File: config.mk
export PLATFORM = sky130hd
export DESIGN_NAME = mips_boot_ctrl
export DESIGN_NICKNAME = d
export VERILOG_FILES = /design/src/rtl/mips_boot_ctrl.sv
export SDC_FILE = /design/constraint.sdc
export NUM_CORES = 1
export LEC_CHECK = 0
export ABC_AREA = 0
export BUFFER_PORTS_ARGS = -buffer_cell sky130_fd_sc_hd__buf_4
export CAP_MARGIN = 20
export CORE_ASPECT_RATIO = 0.7
export CORE_MARGIN = 2
export CORE_UTILIZATION = 41
export CTS_BUF_LIST = sky130_fd_sc_hd__clkbuf_8
export DETAILED_ROUTE_END_ITERATION = 10
export PLACE_DENSITY = 0.76
export SYNTH_ARGS = -nofsm -noshare
export SYNTH_HDL_FRONTEND = slang
export SYNTH_SLANG_ARGS = --single-unit
File: constraint.sdc
create_clock -name clk1_i -period 2.1 [get_ports clk1_i]
set_input_delay 0.42 -clock clk1_i [delete_from_list [all_inputs] [get_ports clk1_i]]
set_output_delay 0.42 -clock clk1_i [all_outputs]
set_load 0.005 [all_outputs]
File: src/rtl/mips_boot_ctrl.sv
// mips_boot_ctrl
//   Boot and result-dump controller for the pipelined MIPS32 core.
//   Streams a program image into core memory while the core is held in
//   reset, releases the core, counts RUN cycles until HALT, then reads a
//   window of data memory back out as a valid/ready stream.
//
//   Optional feature macro: MIPS_BOOT_TIMEOUT_EN
//     defined   -> RUN is bounded by TIMEOUT cycles; on expiry timeout_o is
//                  set, the dump is skipped and the block finishes.
//     undefined -> RUN waits for HALT indefinitely; timeout_o is tied 0.
//
// Ports
//   clk1_i, reset_i        : clock (rising edge), synchronous active-high reset
//   start_i                : one-cycle start request, honoured in IDLE only
//   s_valid_i/s_ready_o    : image word handshake; s_data_i word, s_last_i final
//   mem_we_o/mem_re_o      : memory write / read strobes
//   mem_addr_o, mem_wdata_o: memory word address and write data
//   mem_rdata_i            : read data, valid the cycle after mem_re_o
//   core_rst_o             : holds core with PC=0, HALTED=1, TAKEN_BRANCH=0
//   core_halted_i          : core HALT flag
//   m_valid_o/m_ready_i    : dump stream handshake; m_data_o word, m_last_o final
//   busy_o, done_o         : not-idle flag, one-cycle completion pulse
//   timeout_o, load_trunc_o: watchdog expiry, image truncated at PROG_DEPTH
//   cycle_count_o          : RUN cycles of the last run
module mips_boot_ctrl #(
  parameter int ADDR_W     = 10,
  parameter int LOAD_BASE  = 0,
  parameter int PROG_DEPTH = 64,
  parameter int DUMP_BASE  = 198,
  parameter int DUMP_LEN   = 3,
  parameter int TIMEOUT    = 4096
) (
  input  logic              clk1_i,
  input  logic              reset_i,
  input  logic              start_i,
  input  logic              s_valid_i,
  output logic              s_ready_o,
  input  logic [31:0]       s_data_i,
  input  logic              s_last_i,
  output logic              mem_we_o,
  output logic              mem_re_o,
  output logic [ADDR_W-1:0] mem_addr_o,
  output logic [31:0]       mem_wdata_o,
  input  logic [31:0]       mem_rdata_i,
  output logic              core_rst_o,
  input  logic              core_halted_i,
  output logic              m_valid_o,
  input  logic              m_ready_i,
  output logic [31:0]       m_data_o,
  output logic              m_last_o,
  output logic              busy_o,
  output logic              done_o,
  output logic              timeout_o,
  output logic              load_trunc_o,
  output logic [31:0]       cycle_count_o
);

  localparam int IDX_W = $clog2(PROG_DEPTH + 1);
  localparam int J_W   = $clog2(DUMP_LEN + 1);

  typedef enum logic [2:0] {
    S_IDLE,
    S_LOAD,
    S_RUN,
    S_DREQ,
    S_DCAP,
    S_DOUT,
    S_FIN
  } state_e;

  state_e           state_q, state_d;
  logic [IDX_W-1:0] idx_q, idx_d;
  logic [J_W-1:0]   j_q, j_d;
  logic [31:0]      cnt_q, cnt_d;
  logic             first_q, first_d;   // marks the first RUN cycle
  logic             trunc_q, trunc_d;
  logic [31:0]      mdata_q, mdata_d;
`ifdef MIPS_BOOT_TIMEOUT_EN
  logic             to_q, to_d;
`endif

  logic last_word;
  assign last_word = (j_q == J_W'(DUMP_LEN - 1));

  // Next-state and output decode
  always_comb begin
    state_d     = state_q;
    idx_d       = idx_q;
    j_d         = j_q;
    cnt_d       = cnt_q;
    first_d     = first_q;
    trunc_d     = trunc_q;
    mdata_d     = mdata_q;
`ifdef MIPS_BOOT_TIMEOUT_EN
    to_d        = to_q;
`endif
    s_ready_o   = 1'b0;
    mem_we_o    = 1'b0;
    mem_re_o    = 1'b0;
    mem_addr_o  = '0;
    mem_wdata_o = '0;
    core_rst_o  = 1'b1;
    m_valid_o   = 1'b0;
    m_last_o    = 1'b0;
    busy_o      = 1'b1;
    done_o      = 1'b0;

    unique case (state_q)
      S_IDLE: begin
        busy_o = 1'b0;
        if (start_i) begin
          state_d = S_LOAD;
          idx_d   = '0;
          j_d     = '0;
          cnt_d   = '0;
          trunc_d = 1'b0;
          mdata_d = '0;
`ifdef MIPS_BOOT_TIMEOUT_EN
          to_d    = 1'b0;
`endif
        end
      end

      S_LOAD: begin
        // A word presented while reset is high is not accepted: the abort
        // must not leave a stray write behind in memory.
        s_ready_o = !reset_i;
        if (s_valid_i && !reset_i) begin
          mem_we_o    = 1'b1;
          mem_addr_o  = ADDR_W'(LOAD_BASE) + ADDR_W'(idx_q);
          mem_wdata_o = s_data_i;
          idx_d       = idx_q + 1'b1;
          if (s_last_i) begin
            state_d = S_RUN;
            first_d = 1'b1;
          end else if (idx_q == IDX_W'(PROG_DEPTH - 1)) begin
            state_d = S_RUN;
            first_d = 1'b1;
            trunc_d = 1'b1;
          end
        end
      end

      S_RUN: begin
        core_rst_o = 1'b0;
        cnt_d      = cnt_q + 32'd1;
        first_d    = 1'b0;
        // The core comes out of reset with HALTED=1; that stale flag is
        // still visible in the first RUN cycle and must not end the run.
        if (!first_q && core_halted_i) begin
          state_d = S_DREQ;
        end
`ifdef MIPS_BOOT_TIMEOUT_EN
        else if (cnt_d == 32'(TIMEOUT)) begin
          to_d    = 1'b1;
          state_d = S_FIN;
        end
`endif
      end

      S_DREQ: begin
        core_rst_o = 1'b0;
        mem_re_o   = 1'b1;
        mem_addr_o = ADDR_W'(DUMP_BASE) + ADDR_W'(j_q);
        state_d    = S_DCAP;
      end

      S_DCAP: begin
        core_rst_o = 1'b0;
        mdata_d    = mem_rdata_i;
        state_d    = S_DOUT;
      end

      S_DOUT: begin
        core_rst_o = 1'b0;
        m_valid_o  = 1'b1;
        m_last_o   = last_word;
        if (m_ready_i) begin
          if (last_word) begin
            state_d = S_FIN;
          end else begin
            j_d     = j_q + 1'b1;
            state_d = S_DREQ;
          end
        end
      end

      S_FIN: begin
        done_o  = 1'b1;
        state_d = S_IDLE;
      end

      default: state_d = S_IDLE;
    endcase
  end

  always_ff @(posedge clk1_i) begin
    if (reset_i) begin
      state_q <= S_IDLE;
      idx_q   <= '0;
      j_q     <= '0;
      cnt_q   <= '0;
      first_q <= 1'b0;
      trunc_q <= 1'b0;
      mdata_q <= '0;
`ifdef MIPS_BOOT_TIMEOUT_EN
      to_q    <= 1'b0;
`endif
    end else begin
      state_q <= state_d;
      idx_q   <= idx_d;
      j_q     <= j_d;
      cnt_q   <= cnt_d;
      first_q <= first_d;
      trunc_q <= trunc_d;
      mdata_q <= mdata_d;
`ifdef MIPS_BOOT_TIMEOUT_EN
      to_q    <= to_d;
`endif
    end
  end

  assign m_data_o      = mdata_q;
  assign load_trunc_o  = trunc_q;
  assign cycle_count_o = cnt_q;
`ifdef MIPS_BOOT_TIMEOUT_EN
  assign timeout_o     = to_q;
`else
  assign timeout_o     = 1'b0;
`endif

endmodule

# Yosys cells after proc, flatten, opt, wreduce, memory -nomap -nowiden
# Index checks and enable logic that the tools add are counted.
[word_totals]
input_bits = 71
output_inout_bits = 116
regBits = 78
elab_cells = 84
[op_classes]
add_sub_neg = 4
n_mux = 39
reduce_logical = 18
n_eq_ne = 16
[ops]
columns = ["op", "count"]
rows = [
  ["32-bit one-hot mux with 2 select lines", 2],
  ["32-bit 2-to-1 mux", 3],
  ["32-bit by 1-bit adder with 32-bit output, second input constant", 1],
  ["3-bit 2-to-1 mux", 7],
  ["7-bit 2-to-1 mux", 3],
  ["3-bit one-hot mux with 6 select lines", 1],
  ["9-bit one-hot mux with 2 select lines", 1],
  ["1-bit 2-to-1 mux", 15],
  ["2-bit != test, second input constant", 7],
  ["7-bit one-hot mux with 2 select lines", 1],
  ["5-bit AND reduction", 2],
  ["2-bit nonzero test", 5],
  ["8-bit by 2-bit adder with 9-bit output, first input constant", 1],
  ["3-bit equality test, second input constant", 3],
  ["7-bit by 1-bit adder with 7-bit output, second input constant", 1],
  ["7-bit by 6-bit equality test with 1-bit output, second input constant", 1],
  ["3-bit by 2-bit equality test with 1-bit output, second input constant", 2],
  ["2-bit 2-to-1 mux", 3],
  ["3-bit AND reduction", 2],
  ["1-bit one-hot mux with 2 select lines", 2],
  ["2-bit one-hot mux with 2 select lines", 1],
  ["2-bit AND reduction", 2],
  ["4-bit AND reduction", 1],
  ["4-bit OR reduction", 1],
  ["other kinds (7)", 9],
]

# Depth between registers and ports, before layout
# Gate-level depths: netlist of run 1.
[depth]
word_depth = 5
mapped_depth = 7
depth_no_buf = 7

# Least setup slack after synthesis of run 1
# No wires, ideal clock.
[synth_timing]
path_type = "register -> register"
start = "register state_q[0]"
end = "register cnt_q[12] (netlist: cycle_count_o[12])"
required_ps = 2035
arrival_time_ps = 1814
setup_slack_ps = 221
n_path_buf = 2
period_less_slack_ps = 1879
setup_time_ps = 65
stages_incl_launch_ff = 8
path_cell_list = "dfxtp_1 > buf_2 > or3b_1 > buf_6 > nor2_4 > or4b_1 > mux2_1 > nor2_1"
[synth_via]
elab_chain_len = 3
elab_cells_between_ends = 6
classes_between = "2 x eq/ne; 1 x mux; 3 x reduce/logical"
[synth_lines]
columns = ["element", "line_no", "rtl"]
rows = [
  ["start, declared", "71", "state_e state_q, state_d;"],
  ["start signal, assigned", "210", "state_q <= state_d;"],
  ["3-bit by 2-bit equality test with 1-bit output / 3-bit zero test (equally long branches)", "108", "unique case (state_q)"],
  ["2-bit nonzero test (no line) / 2-bit != test (equally long branches)", "n/a", ""],
  ["2-bit AND reduction (no line)", "n/a", ""],
  ["end signal, assigned", "213", "cnt_q <= cnt_d;"],
  ["end, declared", "74", "logic [31:0] cnt_q, cnt_d;"],
]
# Several ways; a longest one is shown, not always the timed one.
# A chain may end at the register's enable or synchronous reset.

# Worst setup path in the final report of run 1
[layout_timing]
start = "register state_q[1]"
end = "output mem_addr_o[0]"
[layout_via]
elab_chain_len = 2
elab_cells_between_ends = 3
classes_between = "2 x eq/ne; 1 x mux"
[layout_lines]
columns = ["element", "line_no", "rtl"]
rows = [
  ["3-bit by 2-bit equality test with 1-bit output / 3-bit by 1-bit equality test with 1-bit output (equally long branches)", "108", ""],
  ["9-bit one-hot mux with 2 select lines *", "108", ""],
  ["end, declared", "42", "output logic [ADDR_W-1:0] mem_addr_o,"],
]
# Mark *: on every way between the ends. The rest lies on a longest branch, timed or not.

==> flow_summary.yaml, run 1 <==
synthesis:
  netlist_instances: 463
  netlist_area_um2: 3750
  ys_types: 49
  syn_area_per_cell_um2: 8.09
  yosysSeqAreaShare_pct: 41.7
  synth_edf_count: 0
  synthArstFlopShare_pct: 0
  synth-seq-cells: 78
  ys_warn_count: 0
  synth_top_flop_cell: "dfxtp_1"
placed_design:
  gp_congestion: 0.824
  place_ws_ps: 142
  dp.cells: 761
  port_buffers: 183
  dpl.hpwl_um: 8590
clock_network:
  clk_path_buf_depth: 2
  clkSinkCount: 78
  cts_buffers: 9
  cts_hold_buf: 0
  clock_latency_ps: 360
  clk_pin_slew_ps: 80
  cts_tree: "built"
  htree_levels: 3
  root_buffer: "clkbuf_8"
power:
  p_seq_share_pct: 41.2
  total_power_mw: 3.77
  p_leak_nw: 2.45
  clock_power_share_pct: 28.0
  comb_power_share_pct: 30.8
  p_switching_mw: 1.25
  vdd_drop_max_mv: 0.350
  sw_frac_of_total_pct: 33.1
  internal_power_mw: 2.52
  power_density_nw_per_um2: 666
global_routing:
  grt_max_degree: 53
  grt_pass1_vias: 3649
  grt_pass1_wl_um: 18100
  groute.usage.overall_pct: 22.7
  antenna_found_initial: 0
  grt.overflow.total: 0
floorplan:
  die_w_um: 118
  core_area_um2: 8960
  placement_rows: 29
  ioPinCount: 187
  die_area_um2: 9930
  initial_utilization_pct: 41.8
  die_h_um: 84.0
sta:
  worstMarginPinSlew_ps: 551
  min_period_ps: 2020
  slew_headroom_pct: 63.3
  max_freq_ghz: 0.495
  hold_ws_ps: 306
  setup_violations: 0
  slew_violations: 0
  hold_violations: 0
  skew_ps: 12.2
  finalWorstSetupSlack_ps: 78.7
  fin_crit_sh_pct: 96.3
finish:
  fill_cells: 769
  diodes: 0
  nNetsFinal: 729
  area_growth_pct: 50.8
  final_util_pct: 63.0
  final_cells: 783
  drive_gt1_share_pct: 38.5
critical_path:
  end_kind: "output pin"
  arrival_ps: 1600
  crit_fanout: 14
  start_kind: "flop"
  cp.required_ps: 1680
  setup.worst_path.class: "flop to output pin"
detailed_routing:
  drc: 0
  drt_iter0_drc: 245
  drt-total-wl_um: 11700
  vias: 4077
  avgViaCountPerCell: 5.21
  ant_nets: 0
  post_drt_wl_per_cell_um: 14.9
  first_pass_iters: 5
min_path:
  holdCritPathClass: "input port to flop"
status:
  outcome: "finished clean"
flow_run:
  maxCapViolations: 0
## cell type report
type / count / area, um2 / share of cell area, %
timing repair buffer: 211 / 1650 / 29.1
multi-input combinational: 341 / 2040 / 36.2
clock inverter: 6 / 43.8 / 0.775
inverter: 13 / 53.8 / 0.952
tap: 124 / 155 / 2.75
sequential: 78 / 1570 / 27.8
clock buffer: 10 / 138 / 2.44
## critical path: stages (launching register included)
cell,delay (ps)
dfxtp_2,340
buf_6,150
nor2_4,110
nand3_4,110
inv_6,100
buf_12,120
nand2_1,50
o21ai_0,100
buf_4,150
## sequential cells by signal, summed over array words and instances, names as in the netlist
register / cells
state_q: 3
cycle_count_o: 32
idx_q: 7
j_q: 2
first_q: 1
m_data_o: 32
load_trunc_o: 1
## path summary, 6_finish.rpt
path	start	cells after the start	slack [ps]	end
worst max-delay path	state_q[1]	8	80	mem_addr_o[0]
worst min-delay path	mem_rdata_i[12]	3	310	m_data_o[12]
worst max register to register	cycle_count_o[4]	5	100	cycle_count_o[31]
worst min register to register	j_q[0]	2	480	j_q[0]
## power groups by stage
stage / Clock [mW] / Sequential [mW] / Combinational (mW)
6_report: 1.05 / 1.55 / 1.16
5_1_grt: 1.15 / 1.56 / 1.25
4_1_cts: 1.08 / 1.55 / 1.13
3_5_place_dp: 0 / 1.60 / 0.997
3_3_place_gp: 0 / 1.60 / 0.955
2_1_floorplan: 0 / 1.57 / 0.541
## metal layers
metal	global-route usage [%]	vias up	share of wire, %	wire length [um]
met5	0	-	0	0
met4	6.46	0	0.80	93
met3	7.79	8	7.7	894
met2	35.8	150	46	5420
met1	29.4	1922	45	5270
li1	-	1997	-	-
## Yosys cell counts, types with 4 or more instances
cell type / number / share of area (%)
clkbuf_1: 28 / 2.8
and3_1: 4 / 0.67
mux2_2: 11 / 3.3
ha_1: 4 / 1.3
a21oi_1: 24 / 3.2
o21ai_0: 12 / 1.6
nand3_1: 27 / 3.6
a22oi_1: 33 / 6.6
inv_1: 13 / 1.3
nand4_1: 13 / 2.2
nor2_1: 72 / 7.2
nor3_1: 6 / 0.80
nand2_1: 33 / 3.3
a311oi_1: 4 / 0.94
and2_1: 35 / 5.8
nand3b_1: 4 / 0.80
dfxtp_1: 78 / 42
o211ai_1: 5 / 1.0
nand2b_1: 7 / 1.2
or3_1: 10 / 1.7
## through the flow
| stage | setup TNS [ps] | cell area (um2) |
|---|---|---|
| 3_3_place_gp | -43.0 | 5320 |
| 5_1_grt | -23.0 | 5650 |
| 3_5_place_dp | 0 | 5330 |
| 2_1_floorplan | 0 | 3750 |
| 6_report | 0 | 5650 |
| 4_1_cts | 0 | 5610 |
## placed cells by master, fill, tap and decap left out, types with 3 or more instances in the layout
| master | instances |
|---|---|
| ha_1 | 4 |
| and3_1 | 4 |
| dfxtp_1 | 75 |
| nor2_1 | 70 |
| or2_2 | 3 |
| o211ai_1 | 5 |
| o21ai_0 | 11 |
| conb_1 | 3 |
| and2_1 | 35 |
| a21oi_1 | 24 |
| xor2_1 | 3 |
| clkbuf_8 | 10 |
| or3_1 | 10 |
| nand2_1 | 33 |
| nand3b_1 | 4 |
| inv_1 | 12 |
| nand3_1 | 25 |
| a311oi_1 | 4 |
| nor3_1 | 5 |
| mux2_2 | 11 |
| a22oi_1 | 33 |
| nand4_1 | 13 |
| inv_6 | 3 |
| nand2b_1 | 7 |
| buf_4 | 206 |
## cell families after synthesis
logic type,after synthesis,synth area share (%)
adders and majority gates,4,1.34
buffers and inverters,46,5.14
other,1,0.100
and+or+nand+nor,229,31.4
DFF,78,41.7
xor gates and xnor gates,4,0.935
AOI/OAI and AO/OA,87,15.3
muxes,14,4.14
## what timing repair did
item / in CTS / in global routing
setup buffers: 4 / 0
endpoints found under the setup margin: 40 / 7
pin swaps: 1 / 1
resized for setup: 14 / 4
cloned: 1 / 1
Power figures use the tool's default switching activity.
==> inputs of run 2 (changes only) <==
CORE_ASPECT_RATIO = 0.8   (was 0.7)
CORE_UTILIZATION = 47   (was 41)
PLACE_DENSITY = 0.85   (was 0.76)
==> flow_summary.yaml, run 2 (same netlist as run 1, synthesis figures left out) <==
finish:
  final_util_pct: 71.1
  drive_gt1_share_pct: 37.8
  final_cell_mix: "buf_4, dfxtp_1, nor2_1, and2_1"
  area_growth_pct: 48.7
  multi_input_area_um2: 2020
  nNetsFinal: 723
  final_cells: 761
  area.sequential_um2: 1570
  final_common_cell: "buf_4"
  fill_cells: 627
  diodes: 0
detailed_routing:
  vias: 4083
  post_drt_wl_per_cell_um: 14.9
  avgViaCountPerCell: 5.37
  drc: 0
  drt-total-wl_um: 11300
  first_pass_iters: 6
  drt_iter0_drc: 257
  ant_nets: 0
critical_path:
  start_kind: "flop"
  arrival_ps: 1630
  setup.worst_path.class: "flop to output pin"
  cp.required_ps: 1680
  crit_fanout: 26
  end_kind: "output pin"
global_routing:
  use_met1_pct: 30.5
  grt-busiest-layer: "met2"
  grt_pass1_wl_um: 17900
  groute.usage.overall_pct: 25.0
  met3_usage_pct: 8.04
  grt_pass1_vias: 3714
  antenna_found_initial: 0
  grt_max_degree: 58
  use_met2_pct: 43.4
  grt.overflow.total: 0
floorplan:
  placement_rows: 29
  die_area_um2: 8700
  core_area_um2: 7840
  die_w_um: 104
  die_h_um: 83.9
  initial_utilization_pct: 47.8
  ioPinCount: 187
sta:
  fin_crit_sh_pct: 97.6
  slew_headroom_pct: 61.0
  max_freq_ghz: 0.488
  hold_violations: 0
  rsz0062_at_grt: "true"
  worstMarginPinSlew_ps: 586
  setup_violations: 0
  skew_ps: 11.2
  slew_violations: 0
  min_period_ps: 2050
  hold_ws_ps: 307
  setup_tns_ps: 0
status:
  outcome: "finished clean"
clock_network:
  clkSinkCount: 78
  clk_path_buf_depth: 2
  cts_buffers: 9
  htree_levels: 3
  root_buffer: "clkbuf_8"
  clock_latency_ps: 350
  clk_pin_slew_ps: 90
  cts_tree: "built"
placed_design:
  dpl.hpwl_um: 8250
  port_buffers: 183
  gp_congestion: 0.848
  dp.cells: 743
power:
  total_power_mw: 3.91
  vdd_drop_max_mv: 0.484
  power_density_nw_per_um2: 702
  p_leak_nw: 2.41
flow_run:
  maxCapViolations: 0
min_path:
  holdCritPathClass: "input port to flop"
## run 2: where the power goes
group	internal (mW)	switching [mW]
clock network	0.689	0.607
registers	1.52	0.0643
logic	0.483	0.548
total	2.69	1.22
## run 2: cell type report
| cell class | count | area share [%] |
|---|---|---|
| clock buffers | 9 | 2.22 |
| clock inverters | 7 | 1.84 |
| inverters | 13 | 0.876 |
| multi-input cells | 341 | 36.3 |
| flip-flops and latches | 78 | 28.2 |
| well taps | 108 | 2.43 |
| repair buffers | 205 | 28.1 |
## run 2: timing repair
action                                  CTS  global route
setup buffers                             0             2
cloned                                    0             0
hold buffers                              0             0
pin swaps                                 0             1
endpoints found under the setup margin   39            37
gates resized for setup                   8             5
## run 2: path summary, 6_finish.rpt
path / startpoint / end / slack [ps] / cells past startpoint
max: state_q[0] / mem_wdata_o[21] / 50 / 6
min: mem_rdata_i[9] / m_data_o[9] / 310 / 3
max reg2reg: state_q[1] / cycle_count_o[31] / 150 / 6
min reg2reg: j_q[0] / j_q[0] / 480 / 2
## run 2: critical path, stage by stage, from the launching register on
cell     delay, ps
dfxtp_4        420
nor2b_1        140
nand3_1        130
inv_2          160
buf_8          180
and2_1         140
buf_4          110
## run 2: metal layers
metal | part of all wire (%) | up-vias
met5 | 0 | -
met1 | 41 | 1918
met2 | 49 | 168
li1 | - | 1984
met4 | 1.1 | 0
met3 | 8.5 | 13
## run 2: metrics by stage
stage / area, um2 / setup WS, ps
2_1_floorplan: 3750 / 221
3_3_place_gp: 5270 / 31.5
3_5_place_dp: 5300 / 82.7
4_1_cts: 5540 / 4.78
5_1_grt: 5570 / -63.7
6_report: 5570 / 50.7
